`config.mk`:
```
export PLATFORM = sky130hd
export DESIGN_NAME = fp_divider_flat
export DESIGN_NICKNAME = d
export VERILOG_FILES = /design/src/rtl/fp_divider_if.sv /design/src/rtl/fp_divider.sv /design/src/flat_wrapper.sv
export SDC_FILE = /design/constraint.sdc
export NUM_CORES = 1
export LEC_CHECK = 0
export ABC_AREA = 1
export CORE_MARGIN = 1.5
export CORE_UTILIZATION = 62
export CTS_CLUSTER_SIZE = 40
export DETAILED_ROUTE_END_ITERATION = 8
export PLACE_DENSITY = 0.86
export SLEW_MARGIN = 10
export SYNTH_ARGS = -nofsm -noshare
export SYNTH_HDL_FRONTEND = slang
export SYNTH_SLANG_ARGS = --single-unit
```
`constraint.sdc`:
```
create_clock -name clk -period 9.2 [get_ports clk]
set_input_delay 0.92 -clock clk [delete_from_list [all_inputs] [get_ports clk]]
set_output_delay 0.92 -clock clk [all_outputs]
set_load 0.05 [all_outputs]
```
`src/rtl/fp_divider_if.sv`:
```
// Handshake and operand/result bundle for fp_divider.
// master drives start/A/B and observes quotient/done/busy; slave is the divider side.
// start is honoured only while busy is low; quotient is valid from the done pulse onward.
interface fp_divider_if;
  logic        start;     // request, sampled only when the divider is idle
  logic [31:0] A;         // IEEE-754 single dividend
  logic [31:0] B;         // IEEE-754 single divisor
  logic [31:0] quotient;  // registered result, held until the next completion
  logic        done;      // one-cycle completion pulse
  logic        busy;      // high from the accepting edge until the done edge

  modport master (output start, A, B, input quotient, done, busy);
  modport slave  (input start, A, B, output quotient, done, busy);
endinterface

```
`src/rtl/fp_divider.sv`:
```
// Single-precision divider: restoring mantissa division, truncated result, no subnormals.
// Latency: 26 edges from the accepting edge to the edge that raises done, for all operands.
// Backpressure: start is ignored while busy (including the done cycle); no input queueing.
// Ports: clk, rst (async active-high); bus (slave modport): start, A, B -> quotient, done, busy.
module fp_divider #(
  parameter logic [31:0] QNAN = 32'h7FC00000
) (
  input logic         clk,
  input logic         rst,
  fp_divider_if.slave bus
);

  typedef enum logic [1:0] {IDLE, DIV, NORM} state_t;

  state_t      state_q, state_d;
  logic [31:0] a_q, a_d, b_q, b_d;
  logic [31:0] quot_q, quot_d;
  logic [25:0] rem_q, rem_d;
  logic [4:0]  cnt_q, cnt_d;
  logic [24:0] q_q, q_d;
  logic        done_q, done_d;
  logic        busy_q, busy_d;

  // Divisor mantissa with hidden bit, aligned to the 26-bit remainder.
  logic [25:0] mb;
  logic [25:0] diff;
  assign mb   = {2'b01, b_q[22:0]};
  assign diff = rem_q - mb;

  // Operand classification on the latched operands; exponent 0 counts as zero.
  logic [7:0] ea, eb;
  logic       a_nan, b_nan, a_inf, b_inf, a_zero, b_zero, sign;
  assign ea     = a_q[30:23];
  assign eb     = b_q[30:23];
  assign a_nan  = (&ea) && (|a_q[22:0]);
  assign b_nan  = (&eb) && (|b_q[22:0]);
  assign a_inf  = (&ea) && !(|a_q[22:0]);
  assign b_inf  = (&eb) && !(|b_q[22:0]);
  assign a_zero = (ea == 8'd0);
  assign b_zero = (eb == 8'd0);
  assign sign   = a_q[31] ^ b_q[31];

  logic signed [9:0] e_norm;
  logic [22:0]       mant;
  logic [31:0]       result;

  always_comb begin
    // Quotient of two normalised mantissas lies in (0.5, 2): q[24] picks the exponent bias.
    e_norm = $signed({2'b00, ea}) - $signed({2'b00, eb}) + (q_q[24] ? 10'sd127 : 10'sd126);
    mant   = q_q[24] ? q_q[23:1] : q_q[22:0];
    if (a_nan || b_nan || (a_zero && b_zero) || (a_inf && b_inf))
      result = QNAN;
    else if (a_inf || b_zero)
      result = {sign, 8'hFF, 23'd0};
    else if (a_zero || b_inf)
      result = {sign, 31'd0};
    else if (e_norm >= 10'sd255)
      result = {sign, 8'hFF, 23'd0};
    else if (e_norm <= 10'sd0)
      result = {sign, 31'd0};
    else
      result = {sign, e_norm[7:0], mant};
  end

  always_comb begin
    state_d = state_q;
    a_d     = a_q;
    b_d     = b_q;
    quot_d  = quot_q;
    rem_d   = rem_q;
    cnt_d   = cnt_q;
    q_d     = q_q;
    done_d  = 1'b0;
    busy_d  = busy_q;
    case (state_q)
      IDLE: begin
        if (bus.start) begin
          a_d     = bus.A;
          b_d     = bus.B;
          rem_d   = {2'b00, 1'b1, bus.A[22:0]};
          cnt_d   = 5'd24;
          busy_d  = 1'b1;
          state_d = DIV;
        end
      end
      DIV: begin
        // One restoring step; cnt_q is the index of the bit being produced.
        if (rem_q >= mb) begin
          q_d   = {q_q[23:0], 1'b1};
          rem_d = diff << 1;
        end else begin
          q_d   = {q_q[23:0], 1'b0};
          rem_d = rem_q << 1;
        end
        if (cnt_q == 5'd0)
          state_d = NORM;
        else
          cnt_d = cnt_q - 5'd1;
      end
      NORM: begin
        quot_d  = result;
        done_d  = 1'b1;
        busy_d  = 1'b0;
        state_d = IDLE;
      end
      default: state_d = IDLE;
    endcase
  end

  always_ff @(posedge clk or posedge rst) begin
    if (rst) begin
      state_q <= IDLE;
      a_q     <= 32'd0;
      b_q     <= 32'd0;
      quot_q  <= 32'd0;
      rem_q   <= 26'd0;
      cnt_q   <= 5'd0;
      q_q     <= 25'd0;
      done_q  <= 1'b0;
      busy_q  <= 1'b0;
    end else begin
      state_q <= state_d;
      a_q     <= a_d;
      b_q     <= b_d;
      quot_q  <= quot_d;
      rem_q   <= rem_d;
      cnt_q   <= cnt_d;
      q_q     <= q_d;
      done_q  <= done_d;
      busy_q  <= busy_d;
    end
  end

  assign bus.quotient = quot_q;
  assign bus.done     = done_q;
  assign bus.busy     = busy_q;

endmodule
```
`src/flat_wrapper.sv`:
```
// flat-port wrapper written by rule: the top's interface ports become plain ports
module fp_divider_flat 
#(
  parameter logic [31:0] QNAN = 32'h7FC00000
)
  (clk, rst, bus_start, bus_A, bus_B, bus_quotient, bus_done, bus_busy);
  fp_divider_if bus_i ();
  input logic clk;
  input logic rst;
  input wire logic [$bits(bus_i.start)-1:0] bus_start;
  input wire logic [$bits(bus_i.A)-1:0] bus_A;
  input wire logic [$bits(bus_i.B)-1:0] bus_B;
  output wire logic [$bits(bus_i.quotient)-1:0] bus_quotient;
  output wire logic [$bits(bus_i.done)-1:0] bus_done;
  output wire logic [$bits(bus_i.busy)-1:0] bus_busy;
  assign bus_i.start = bus_start;
  assign bus_i.A = bus_A;
  assign bus_i.B = bus_B;
  assign bus_quotient = bus_i.quotient;
  assign bus_done = bus_i.done;
  assign bus_busy = bus_i.busy;
  fp_divider #(.QNAN(QNAN)) u_core (.clk(clk), .rst(rst), .bus(bus_i));
endmodule
```
# --- Word-level counts from Yosys, hierarchy flattened ---
# Cells that the tools add are included.
classes:
  addsub: 4
  n_mul: 0
  n_div: 0
  n_lt_le_gt_ge: 3
  eq_ne: 5
  n_shift: 0
  muxes: 20
  bitwise: 1
  n_reduce_logical: 28
op_table:
  columns: ["cell", "n"]
  rows:
  - ["31-bit two-way mux", 4]
  - ["26-bit two-way mux", 2]
  - ["26-bit one-hot mux with 2 select lines", 1]
  - ["23-bit OR reduction", 2]
  - ["32-bit two-way mux", 1]
  - ["26-bit by 24-bit greater-or-equal comparator with 1-bit output", 1]
  - ["25-bit by 24-bit subtractor with 25-bit output", 1]
  - ["23-bit two-way mux", 1]
  - ["8-bit zero test", 2]
  - ["8-bit AND reduction", 2]
  - ["10-bit adder", 1]
  - ["10-bit by 9-bit greater-or-equal comparator with 1-bit output, second input constant", 1]
  - ["10-bit by 1-bit <= comparator with 1-bit output, second input constant", 1]
  - ["5-bit two-way mux", 2]
  - ["5-bit one-hot mux with 2 select lines", 1]
  - ["8-bit by 8-bit subtractor with 9-bit output", 1]
  - ["2-bit AND reduction", 4]
  - ["1-bit logical AND", 6]
  - ["5-bit zero test", 1]
  - ["1-bit logical OR", 5]
  - ["5-bit by 1-bit subtractor with 5-bit output, second input constant", 1]
  - ["1-bit two-way mux", 4]
  - ["2-bit two-way mux", 2]
  - ["2-bit != test, second input constant", 2]
  - ["10 further kinds", 12]
word_totals:
  reg_bits: 156
  latchBits: 0
  mem_bits_rw: 0
  mem_bits_ro: 0
  input_bits: 67
  n_memories: 0

# --- Logic depth before layout (Yosys ltp) ---
# Gate-level depths: netlist of run 1.
depth:
  ltp_word: 8
  depth_mapped: 21
  depth_no_buf: 21

# --- Least setup slack after synthesis of run 1 ---
# No wires, ideal clock.
synth_timing:
  path_kind: "flip-flop to flip-flop"
  startpoint: "register u_core.a_q[23]"
  endpoint: "register u_core.quot_q[10], in the netlist u_core.bus.quotient[10]"
  arrival_ns: 2.620
  setup_slack_ns: 6.462
  path_stages_with_launch: 20
  n_path_buf: 1
  period_less_slack_ns: 2.738
  path_cell_list: "dfrtp_1 -> inv_1 -> ha_1 -> inv_1 -> fa_1 -> inv_1 -> ha_1 -> inv_1 -> or2_2 -> nor2_1 -> nand3_1 -> nor2_1 -> nand2_1 -> nor2_2 -> nand3_4 -> nand2_4 -> nor2_4 -> buf_6 -> nand4_1 -> nand2_1"
synth_between:
  elab_chain_len: 8
  word_cells_on_any_way: 20
  cone_classes: "add/sub: 2; order compare: 2; mux: 5; reduce/logical: 11"
synth_rtl:
  columns: ["item", "line", "source"]
  rows:
  - ["from (decl)", "fp_divider.sv:16", "logic [31:0] a_q, a_d, b_q, b_d;"]
  - ["from (signal assigned)", "fp_divider.sv:113", "a_q <= 32'd0;"]
  - ["from (signal assigned)", "fp_divider.sv:123", "a_q <= a_d;"]
  - ["8-bit by 8-bit subtractor with 9-bit output", "fp_divider.sv:49", "e_norm = $signed({2'b00, ea}) - $signed({2'b00, eb}) + (q_q[24] ? 10'sd127 : 10'sd126);"]
  - ["10-bit adder", "fp_divider.sv:49", null]
  - ["10-bit by 1-bit <= comparator with 1-bit output", "fp_divider.sv:59", "else if (e_norm <= 10'sd0)"]
  - ["31-bit two-way mux", "fp_divider.sv:59", null]
  - ["31-bit two-way mux", "fp_divider.sv:57", "else if (e_norm >= 10'sd255)"]
  - ["31-bit two-way mux", "fp_divider.sv:55", "else if (a_zero || b_inf)"]
  - ["31-bit two-way mux", "fp_divider.sv:53", "else if (a_inf || b_zero)"]
  - ["32-bit two-way mux *", "fp_divider.sv:51", "if (a_nan || b_nan || (a_zero && b_zero) || (a_inf && b_inf))"]
  - ["to (signal assigned)", "fp_divider.sv:125", "quot_q <= quot_d;"]
  - ["to (decl)", "fp_divider.sv:17", "logic [31:0] quot_q, quot_d;"]
# Every way passes the cells marked *; elsewhere a longest branch is shown, timed or not.
# A chain may end at the register's enable or synchronous reset.

# --- Final worst setup path of run 1 ---
layout_timing:
  startpoint: "input bus_start"
  endpoint: "register u_core.rem_q[7]"
layout_between:
  elab_chain_len: 2
layout_rtl:
  columns: ["item", "line", "source"]
  rows:
  - ["from (decl)", "flat_wrapper.sv:10", "input wire logic [$bits(bus_i.start)-1:0] bus_start;"]
  - ["2-bit != test (no line)", null, null]
  - ["2-bit AND reduction (no line)", null, null]
  - ["to (signal assigned)", "fp_divider.sv:126", "rem_q <= rem_d;"]
  - ["to (decl)", "fp_divider.sv:18", "logic [25:0] rem_q, rem_d;"]
# No other way between the ends.

==> results_dict.tcl, run 1 <==
set metrics [dict create \
    run_status "finished clean" \
    diodes 0 \
    antenna_found_initial 0 \
    fillers 1093 \
    syn-cell-area_mm2 0.009289 \
    first_pass_iters 6 \
    cap_viol_max_count 0 \
    finalNonFillerCells 1520 \
    synth_cell_types 47 \
    min_path_type "register to register" \
    post_cts_buffers 0 \
    synth_area_leader_cell "dfrtp_1" \
    min_period_ns 3.510 \
    via_count 8768 \
    finalSetupViolations 0 \
    crit_arrival_ns 3.88 \
    grt_max_degree 106 \
    initial_utilization_pct 63.67 \
    wl_per_cell_um 15.74 \
    htreeDepth 4 \
    fin_util_pct 75.29 \
    grt.overflow.total 0 \
    port_buffers 100 \
    dp.cells 1489 \
    cts_tree "done" \
    max_clock_freq_ghz 0.2849 \
    syn-num-nets 1348 \
    synth.avg_cell_area_um2 7.467 \
    clock_skew_ns 0.009297 \
    viasPerCell 5.768 \
    initialDrtViolationCount 739 \
    final_max_slew_viol_count 0 \
    area_growth_pct 18.25 \
    syn_inst 1244 \
    die_y_um 125.4 \
    ctsHoldBuffers 0 \
    path_max_fanout 105 \
    ys.warnings.count 0 \
    final_layout_size_suffix_gt1_share_pct 6.512 \
    ant_nets 0 \
    die_x_um 125.4 \
    crit_path_start_kind "primary input" \
    clkSinkCount 156 \
    final_net_count 1428 \
    crit_path_end_kind "register" \
    gr-usage-all-layers_pct 31.35 \
    final-hold-violation-count 0 \
    place_congestion 0.9887 \
    rsz0062_at_grt "false" \
    coreArea_mm2 0.01459 \
    clock_latency_ns 0.43 \
    path_class "primary input to register" \
    synth_area_leaders "dfrtp_1 42%, nand2_1 14%, o21ai_0 7.3%, inv_1 5.7%, ha_1 4.7%" \
    dieArea_mm2 0.01573 \
    grt_pass1_vias 8322 \
    synth_top_cell_area_share_pct 42.03 \
    clk_pin_slew_ns 0.07 \
    cts_resized 0 \
    synth_edf_count 0 \
    relSlewSlack_pct 37.26 \
    drc 0 \
    grt_first_pass_wirelength_um 39850 \
    cts-root-buf "clkbuf_16" \
    cp.required_ns 9.57 \
    async_flop_share_pct 100.0 \
    numCtsBuffers 17 \
    clockBufferDepth 2 \
    min_period_over_period_pct 38.15 \
    finalSetupTns_ns 0 \
    ys_seq_area_share_pct 42.03 \
    ys_seq_elements 156 \
    ys_dominant_reg_cell "dfrtp_1" \
    worstMarginPinSlew_ns 0.9410 \
    post-dp-hpwl_um 16950 \
    ios 101 \
    rows 44 \
    wl_um 23920 \
]
==> per-layer routing <==
metal	track usage, %	routed length, µm	vias up
li1	-	-	4236
met5	0	0	-
met3	6.290	1580	81
met2	50.05	11210	365
met4	13.97	877	0
met1	41.68	10250	4086
==> sequential cells by signal, summed over array words and instances (netlist names), 2 cells and up <==
register	flops
u_core.q_q	25
u_core.cnt_q	5
u_core.rem_q	26
u_core.bus.quotient	32
u_core.b_q	32
u_core.a_q	32
u_core.state_q	2
==> layout make-up <==
type                       count  area [µm²]  share of cell area (%)
multi-input combinational    894        4629                   42.15
sequential                   156        3904                   35.54
timing repair buffer         109        1069                   9.728
inverter                     146       555.5                   5.058
clock buffer                  18       429.2                   3.907
tap                          184       230.2                   2.096
clock inverter                13       167.7                   1.526
==> cell usage after synthesis, types with 4 or more instances <==
library cell,count
a21oi_1,82
buf_1,7
buf_2,4
clkbuf_1,31
dfrtp_1,156
ha_1,35
inv_1,141
nand2_1,355
nand2_2,14
nand2_4,6
nand3_1,53
nand3_2,6
nand4_1,36
nor2_1,77
nor3_1,17
nor4_1,7
o211ai_1,5
o21ai_0,135
o21bai_1,7
o221ai_1,7
xnor2_1,9
xor2_1,12
==> worst max-delay path: stages <==
cell and delay (ns):
clkdlybuf4s50_1 0.49, nand2_1 0.30, nor2_4 0.19, buf_4 0.72, nor2_1 0.22, inv_1 0.60
o22ai_1 0.13, o21bai_1 0.19, inv_1 0.07
==> layout by cell type, fill, tap and decap left out, types with 4 or more instances in the layout <==
master | netlist | routed
a21oi_1 | 82 | 82
buf_4 | 3 | 9
clkbuf_16 | 0 | 17
clkdlybuf4s50_1 | 0 | 100
clkinv_4 | 0 | 4
dfrtp_1 | 156 | 156
ha_1 | 35 | 35
inv_1 | 141 | 140
nand2_1 | 355 | 354
nand2_2 | 14 | 15
nand2_4 | 6 | 6
nand3_1 | 53 | 53
nand3_2 | 6 | 6
nand4_1 | 36 | 36
nor2_1 | 77 | 76
nor2_4 | 3 | 4
nor3_1 | 17 | 17
nor4_1 | 7 | 7
o211ai_1 | 5 | 5
o21ai_0 | 135 | 135
o21bai_1 | 7 | 7
o221ai_1 | 7 | 7
xnor2_1 | 9 | 9
xor2_1 | 12 | 12
==> path summary, 6_finish.rpt <==
| check | slack, ns | end | cells past startpoint | start |
|---|---|---|---|---|
| max | 5.69 | u_core.rem_q[7]$_DFFE_PP0P_ | 9 | bus_start |
| min | 0.47 | u_core.a_q[16]$_DFFE_PP0P_ | 2 | u_core.a_q[16]$_DFFE_PP0P_ |
| max reg2reg | 5.95 | u_core.rem_q[23]$_DFFE_PP0P_ | 15 | u_core.b_q[0]$_DFFE_PP0P_ |
| min reg2reg | 0.47 | u_core.a_q[16]$_DFFE_PP0P_ | 2 | u_core.a_q[16]$_DFFE_PP0P_ |
| max in group asynchronous | 6.75 | u_core.q_q[5]$_DFFE_PP0P_ | 3 | rst |
| min in group asynchronous | 1.01 | u_core.bus.quotient[30]$_DFFE_PP0P_ | 2 | rst |
==> cells by family (layout without fill, tap and decap cells) <==
| group | after synthesis | count (layout) | share of synthesized area, % |
|---|---|---|---|
| buffers and inverters | 194 | 286 | 8.244 |
| DFF | 156 | 156 | 42.03 |
| AOI/OAI and AO/OA | 250 | 250 | 14.49 |
| and+or+nand+nor | 586 | 586 | 28.11 |
| adders and majority gates | 37 | 37 | 5.145 |
| xor gates and xnor gates | 21 | 21 | 1.980 |
==> per-stage QoR <==
stage	setup slack [ns]	area [µm²]	hold slack [ns]
final	5.690	10980	0.4747
after global routing	5.401	10980	0.5000
after CTS	5.693	10980	0.4753
after detailed placement	5.296	10390	0.4596
after global placement	5.435	10390	0.4552
after floorplan	4.073	9289	0.4422
Power of run 1 is not shown: default switching activity piles up to over one toggle a cycle in this logic, so the estimate is an artifact.
==> inputs of run 2 (changes only) <==
--- a/config.mk
+++ b/config.mk
@@ -7,10 +7,10 @@
 export LEC_CHECK = 0
 export ABC_AREA = 1
 export CORE_MARGIN = 1.5
-export CORE_UTILIZATION = 62
+export CORE_UTILIZATION = 57
 export CTS_CLUSTER_SIZE = 40
 export DETAILED_ROUTE_END_ITERATION = 8
-export PLACE_DENSITY = 0.86
+export PLACE_DENSITY = 0.8
 export SLEW_MARGIN = 10
 export SYNTH_ARGS = -nofsm -noshare
 export SYNTH_HDL_FRONTEND = slang
==> constraint.sdc (replaced) <==
create_clock -name clk -period 3.5 [get_ports clk]
set_input_delay 0.35 -clock clk [delete_from_list [all_inputs] [get_ports clk]]
set_output_delay 0.35 -clock clk [all_outputs]
set_load 0.05 [all_outputs]
==> run 2 against run 1 <==
  * Clock skew is 0.00079 ns lower
  * Via count is 1.1% lower
  * Worst hold slack better by 0.0020 ns
  * Global-route usage down 1.4 points
  * Critical path depth up 10
  * Clock-buffer cell count is 4 higher
==> results_dict.tcl, run 2 (synthesis results as in run 1) <==
set metrics [dict create \
    run_status "finished clean" \
    grt_first_pass_wirelength_um 39940 \
    startpoint "u_core.a_q[23]$_DFFE_PP0P_" \
    via_count 8669 \
    dieArea_mm2 0.01707 \
    wl_per_cell_um 15.49 \
    initial_utilization_pct 58.48 \
    viasPerCell 5.571 \
    htreeDepth 4 \
    r2r_start "u_core.a_q[23]$_DFFE_PP0P_" \
    rsz0062_at_grt "false" \
    diodes 0 \
    antenna_found_initial 0 \
    initialDrtViolationCount 654 \
    cts_resized 0 \
    ios 101 \
    place_congestion 0.9734 \
    clockBufferDepth 2 \
    crit_arrival_ns 3.42 \
    relSlewSlack_pct 44.38 \
    finalSetupTns_ns 0 \
    first_pass_iters 6 \
    finalNonFillerCells 1556 \
    post-dp-hpwl_um 16940 \
    crit_path_end_kind "register" \
    final_max_slew_viol_count 0 \
    min_period_ns 3.078 \
    max_clock_freq_ghz 0.3248 \
    area_growth_pct 19.06 \
    port_buffers 100 \
    final_common_cell "nand2_1" \
    layout_common_cells "354 x nand2_1, 156 x dfrtp_1, 140 x inv_1, 135 x o21ai_0, 100 x clkdlybuf4s50_1" \
    worstMarginPinSlew_ns 0.8343 \
    die_x_um 130.7 \
    fin_util_pct 69.62 \
    clock_latency_ns 0.43 \
    r2r_cells 19 \
    clkSinkCount 156 \
    min_period_over_period_pct 87.96 \
    coreArea_mm2 0.01589 \
    grt.overflow.total 0 \
    grt_pass1_vias 8341 \
    clock_skew_ns 0.008506 \
    ctsHoldBuffers 0 \
    final-hold-violation-count 0 \
    path_max_fanout 23 \
    path_class "register to register" \
    cp.required_ns 3.85 \
    clk_pin_slew_ns 0.07 \
    die_y_um 130.7 \
    finalSetupViolations 0 \
    gr-usage-all-layers_pct 29.94 \
    dp.cells 1525 \
    crit_end "u_core.bus.quotient[22]$_DFFE_PP0P_" \
    crit_path_start_kind "register" \
    cts-root-buf "clkbuf_16" \
    min_path_type "primary input to asynchronous set/reset pin" \
    final_net_count 1432 \
    post_cts_buffers 0 \
    numCtsBuffers 17 \
    wl_um 24110 \
    ant_nets 0 \
    final_layout_size_suffix_gt1_share_pct 6.642 \
    drc 0 \
    cap_viol_max_count 0 \
    r2r_end "u_core.bus.quotient[22]$_DFFE_PP0P_" \
    cts_tree "done" \
    reg2reg_slack_ns 0.42 \
    rows 46 \
    grt_max_degree 157 \
]
run 2: changes by cell type in the layout (fill, tap and decap cells not counted), sizes merged:
cell      previous run  this run
buf                  9        13
clkinvlp             1         4
inv                147       145
clkbuf              18        22
clkinv               8         4
bufinv               3         2
run 2: worst min-delay path by stage:
stage | from | to | depth (start not counted)
final | rst | u_core.b_q[29]$_DFFE_PP0P_ | 3
after floorplan | u_core.a_q[13]$_DFFE_PP0P_ | u_core.a_q[13]$_DFFE_PP0P_ | 2
after detailed placement | u_core.a_q[12]$_DFFE_PP0P_ | u_core.a_q[12]$_DFFE_PP0P_ | 2
after global routing | u_core.a_q[12]$_DFFE_PP0P_ | u_core.a_q[12]$_DFFE_PP0P_ | 2
after global placement | u_core.a_q[21]$_DFFE_PP0P_ | u_core.a_q[21]$_DFFE_PP0P_ | 2
after CTS | bus_B[26] | u_core.b_q[26]$_DFFE_PP0P_ | 3
run 2: worst max-delay path, stage by stage (launching register included):
cell and delay [ns]:
dfrtp_1 0.37, inv_1 0.09, ha_1 0.15, inv_1 0.08, fa_1 0.45, nand2_4 0.15
nand3_4 0.09, nand3_1 0.09, nand2_1 0.07, nand2_1 0.09, nand2_2 0.10, nand3_2 0.11
nand2_1 0.06, nand2_1 0.09, nand2_4 0.08, nand3_4 0.11, nand2_4 0.06, nor2_4 0.46
nand2_1 0.13, a21oi_1 0.17
run 2: per-stage QoR:
stage / instance area, µm² / hold WS [ns] / worst slack (ns)
after floorplan: 9293 / 0.4422 / 0.7623
after global placement: 10480 / 0.4550 / 0.6046
after detailed placement: 10480 / 0.4632 / 0.5092
after CTS: 11060 / 0.4755 / 0.4332
after global routing: 11060 / 0.4955 / 0.1042
final: 11060 / 0.4767 / 0.4215
run 2: area by class of cell:
class | instances | area, µm²
multi-input cells | 894 | 4629
clock inverters | 9 | 113.9
fillers | 1320 | 4826
well taps | 216 | 270.3
repair buffers | 113 | 1124
inverters | 146 | 554.3
flip-flops and latches | 156 | 3904
clock buffers | 22 | 464.2
run 2: layer usage:
layer	part of all wire, %	vias to the layer above	wire [µm]	global-route usage, %
met5	0	-	0	0
met4	2.4	0	586	9.890
met3	4.7	45	1129	4.967
met2	48	268	11610	50.31
met1	45	4113	10780	39.69
li1	-	4243	-	-
Power of run 2 is left out for the same reason.
==> inputs of run 3 (changes only) <==
--- a/config.mk
+++ b/config.mk
@@ -5,12 +5,13 @@
 export SDC_FILE = /design/constraint.sdc
 export NUM_CORES = 1
 export LEC_CHECK = 0
-export ABC_AREA = 1
+export ABC_AREA = 0
+export CAP_MARGIN = 10
 export CORE_MARGIN = 1.5
 export CORE_UTILIZATION = 57
 export CTS_CLUSTER_SIZE = 40
 export DETAILED_ROUTE_END_ITERATION = 8
-export PLACE_DENSITY = 0.8
+export PLACE_DENSITY = 0.81
 export SLEW_MARGIN = 10
 export SYNTH_ARGS = -nofsm -noshare
 export SYNTH_HDL_FRONTEND = slang
==> run 3 against run 2 <==
  * Worst setup slack got worse by 0.20 ns
  * Largest cell class unchanged
  * Non-clock buffer count rose by 19
  * Clock skew rose by 0.0044 ns
  * Critical endpoint is now u_core.bus.quotient[15]$_DFFE_PP0P_
  * Area after synthesis decreased by 8.1%
==> results_dict.tcl, run 3 <==
set metrics [dict create \
    ctsHoldBuffers 0 \
    initial_utilization_pct 58.53 \
    drc 0 \
    final_layout_size_suffix_gt1_share_pct 7.733 \
    ys_seq_elements 156 \
    antenna_found_initial 0 \
    p_leak_uw 0.004755 \
    syn-cell-area_mm2 0.008539 \
    crit_path_start_kind "register" \
    ys_seq_area_share_pct 45.71 \
    synth_edf_count 0 \
    via_count 7604 \
    vdd_drop_max_mv 0.6372 \
    max_clock_freq_ghz 0.3051 \
    syn_inst 1001 \
    synth_top_cell_area_share_pct 45.71 \
    diodes 0 \
    run_status "finished clean" \
    async_flop_share_pct 100.0 \
    min_path_type "primary input to asynchronous set/reset pin" \
    rsz0062_at_grt "false" \
    yosysMostFrequentCell "nand2_1" \
    synth.avg_cell_area_um2 8.531 \
    p_clk_share_pct 14.4 \
    share_comb_of_total_power_pct 61.3 \
    crit_path_end_kind "register" \
    wl_um 21840 \
    synth_area_leaders "dfrtp_1 46%, nand2_1 12%, o21ai_0 5.4%, ha_1 5.1%, a21oi_1 3.6%" \
    dieArea_mm2 0.01573 \
    ant_nets 0 \
    port_buffers 100 \
    relSlewSlack_pct 49.31 \
    initialDrtViolationCount 752 \
    crit_arrival_ns 3.63 \
    gr-usage-all-layers_pct 29.07 \
    min_period_over_period_pct 93.64 \
    grt_max_degree 93 \
    path_class "register to register" \
    p_seq_share_pct 24.3 \
    area_growth_pct 23.22 \
    grt.overflow.total 0 \
    ios 101 \
    design_area_mm2 0.01052 \
    powerDensity_mw_per_mm2 1200 \
    htreeDepth 4 \
    ys.warnings.count 0 \
    cts-root-buf "clkbuf_16" \
    p_sw_share_pct 46.51 \
    die_y_um 125.4 \
    grt_first_pass_wirelength_um 36240 \
    wl_per_cell_um 16.68 \
    first_pass_iters 6 \
    coreArea_mm2 0.01459 \
    numCtsBuffers 17 \
    internal_power_uw 6754 \
    final_max_slew_viol_count 0 \
    finalSetupViolations 0 \
    clock_skew_ns 0.01292 \
    viasPerCell 5.809 \
    place_congestion 0.9418 \
    ys_dominant_reg_cell "dfrtp_1" \
    rows 44 \
    cts_tree "done" \
    min_period_ns 3.277 \
    final-hold-violation-count 0 \
    cp.required_ns 3.85 \
    synth_common_cells "277 x nand2_1, 156 x dfrtp_1, 92 x o21ai_0, 62 x a21oi_1, 50 x inv_1" \
    final_common_cell "nand2_1" \
    worstMarginPinSlew_ns 0.7585 \
    clock_latency_ns 0.44 \
    finalSetupTns_ns 0 \
    post-dp-hpwl_um 15530 \
    cap_viol_max_count 0 \
    path_max_fanout 22 \
    die_x_um 125.4 \
    syn-num-nets 1105 \
    power_switching_uw 5873 \
    synth_cell_types 63 \
    clkSinkCount 156 \
    final_net_count 1217 \
    clk_pin_slew_ns 0.07 \
    clockBufferDepth 2 \
    layout_common_cells "277 x nand2_1, 156 x dfrtp_1, 100 x clkdlybuf4s50_1, 92 x o21ai_0, 62 x a21oi_1" \
    synth_area_leader_cell "dfrtp_1" \
    grt_pass1_vias 7200 \
    place_area_mm2 0.009898 \
]
run 3: cell types whose count changed in the layout (fill, tap and decap cells not counted), sizes merged, moves of 7 or more:
cell,change
nand3,-47
xnor2,+10
nand2,-98
inv,-89
nand4,-24
nand2b,+7
a21o,+7
nor2b,+8
nor2,-33
buf,+19
o21ai,-38
mux2i,+29
a21oi,-22
run 3: final cells by class:
| type | instances | area [µm²] |
|---|---|---|
| Clock inverter | 14 | 152.6 |
| Inverter | 51 | 195.2 |
| Clock buffer | 17 | 425.4 |
| Timing Repair Buffer | 132 | 1304 |
| Fill cell | 1129 | 4066 |
| Multi-Input combinational cell | 755 | 4312 |
| Tap cell | 184 | 230.2 |
| Sequential cell | 156 | 3904 |
run 3: routing by layer:
metal  part of all wire, %  GRT usage [%]  vias up
met5                     0              0        -
met4                   2.1          10.29        0
met3                   7.6          5.948       36
met2                    44          44.13      306
met1                    46          41.73     3602
li1                      -              -     3660
run 3: worst paths after layout:
check	start	end	slack (ns)	cells after the start
setup / recovery	u_core.a_q[23]$_DFFE_PP0P_	u_core.bus.quotient[15]$_DFFE_PP0P_	0.22	14
hold / removal	rst	u_core.rem_q[8]$_DFFE_PP0P_	0.31	2
setup reg to reg	u_core.a_q[23]$_DFFE_PP0P_	u_core.bus.quotient[15]$_DFFE_PP0P_	0.22	14
hold reg to reg	u_core.a_q[0]$_DFFE_PP0P_	u_core.a_q[0]$_DFFE_PP0P_	0.48	2
max in group asynchronous	rst	u_core.bus.done$_DFF_PP0_	2.37	3
min in group clk	bus_A[30]	u_core.a_q[30]$_DFFE_PP0P_	0.45	3
run 3: what timing repair did:
action                                  in CTS  in global routing
gates resized for setup                      0                  3
endpoints found under the setup margin       0                 29
setup buffers                                0                  4
run 3: metrics by stage:
step	hold WS, ns	cells	total power [µW]	setup WS (ns)	util [%]
3_3_place_gp	0.4591	1274	10280	0.3069	67.85
2_1_floorplan	0.4460	1001	8602	0.3056	-
3_5_place_dp	0.4644	1274	10430	0.1532	67.85
5_1_grt	0.3690	1309	13670	0.02027	72.13
4_1_cts	0.3132	1305	12350	0.1169	71.81
6_report	0.3061	1309	12630	0.2225	72.13
run 3: power by group through the flow:
stage          clock, µW  sequential, µW  combinational [µW]
6_report            1820            3070                7740
3_5_place_dp           0            3070                7360
3_3_place_gp           0            3060                7220
4_1_cts             1830            3050                7460
2_1_floorplan          0            3070                5530
5_1_grt             1920            3150                8600
run 3: cell families after synthesis:
group                      after synthesis  synth area share (%)
buffers and inverters                   90                 4.117
and+or+nand+nor                        417                 20.97
DFF                                    156                 45.71
adders and majority gates               37                 5.597
muxes                                   29                 3.399
AOI/OAI and AO/OA                      241                 17.03
xor gates and xnor gates                31                 3.179
run 3: worst max-delay path: stages (launching register included):
cell and delay (ns):
dfrtp_1 0.39, inv_1 0.08, ha_1 0.17, inv_1 0.06, fa_1 0.41, a211oi_2 0.30, o21bai_2 0.21, xor2_1 0.25
nand3_1 0.18, o22ai_1 0.21, xnor2_1 0.21, o21a_1 0.19, nand3_1 0.13, buf_12 0.20, o21ai_0 0.20
(Power assumes the default switching activity.)
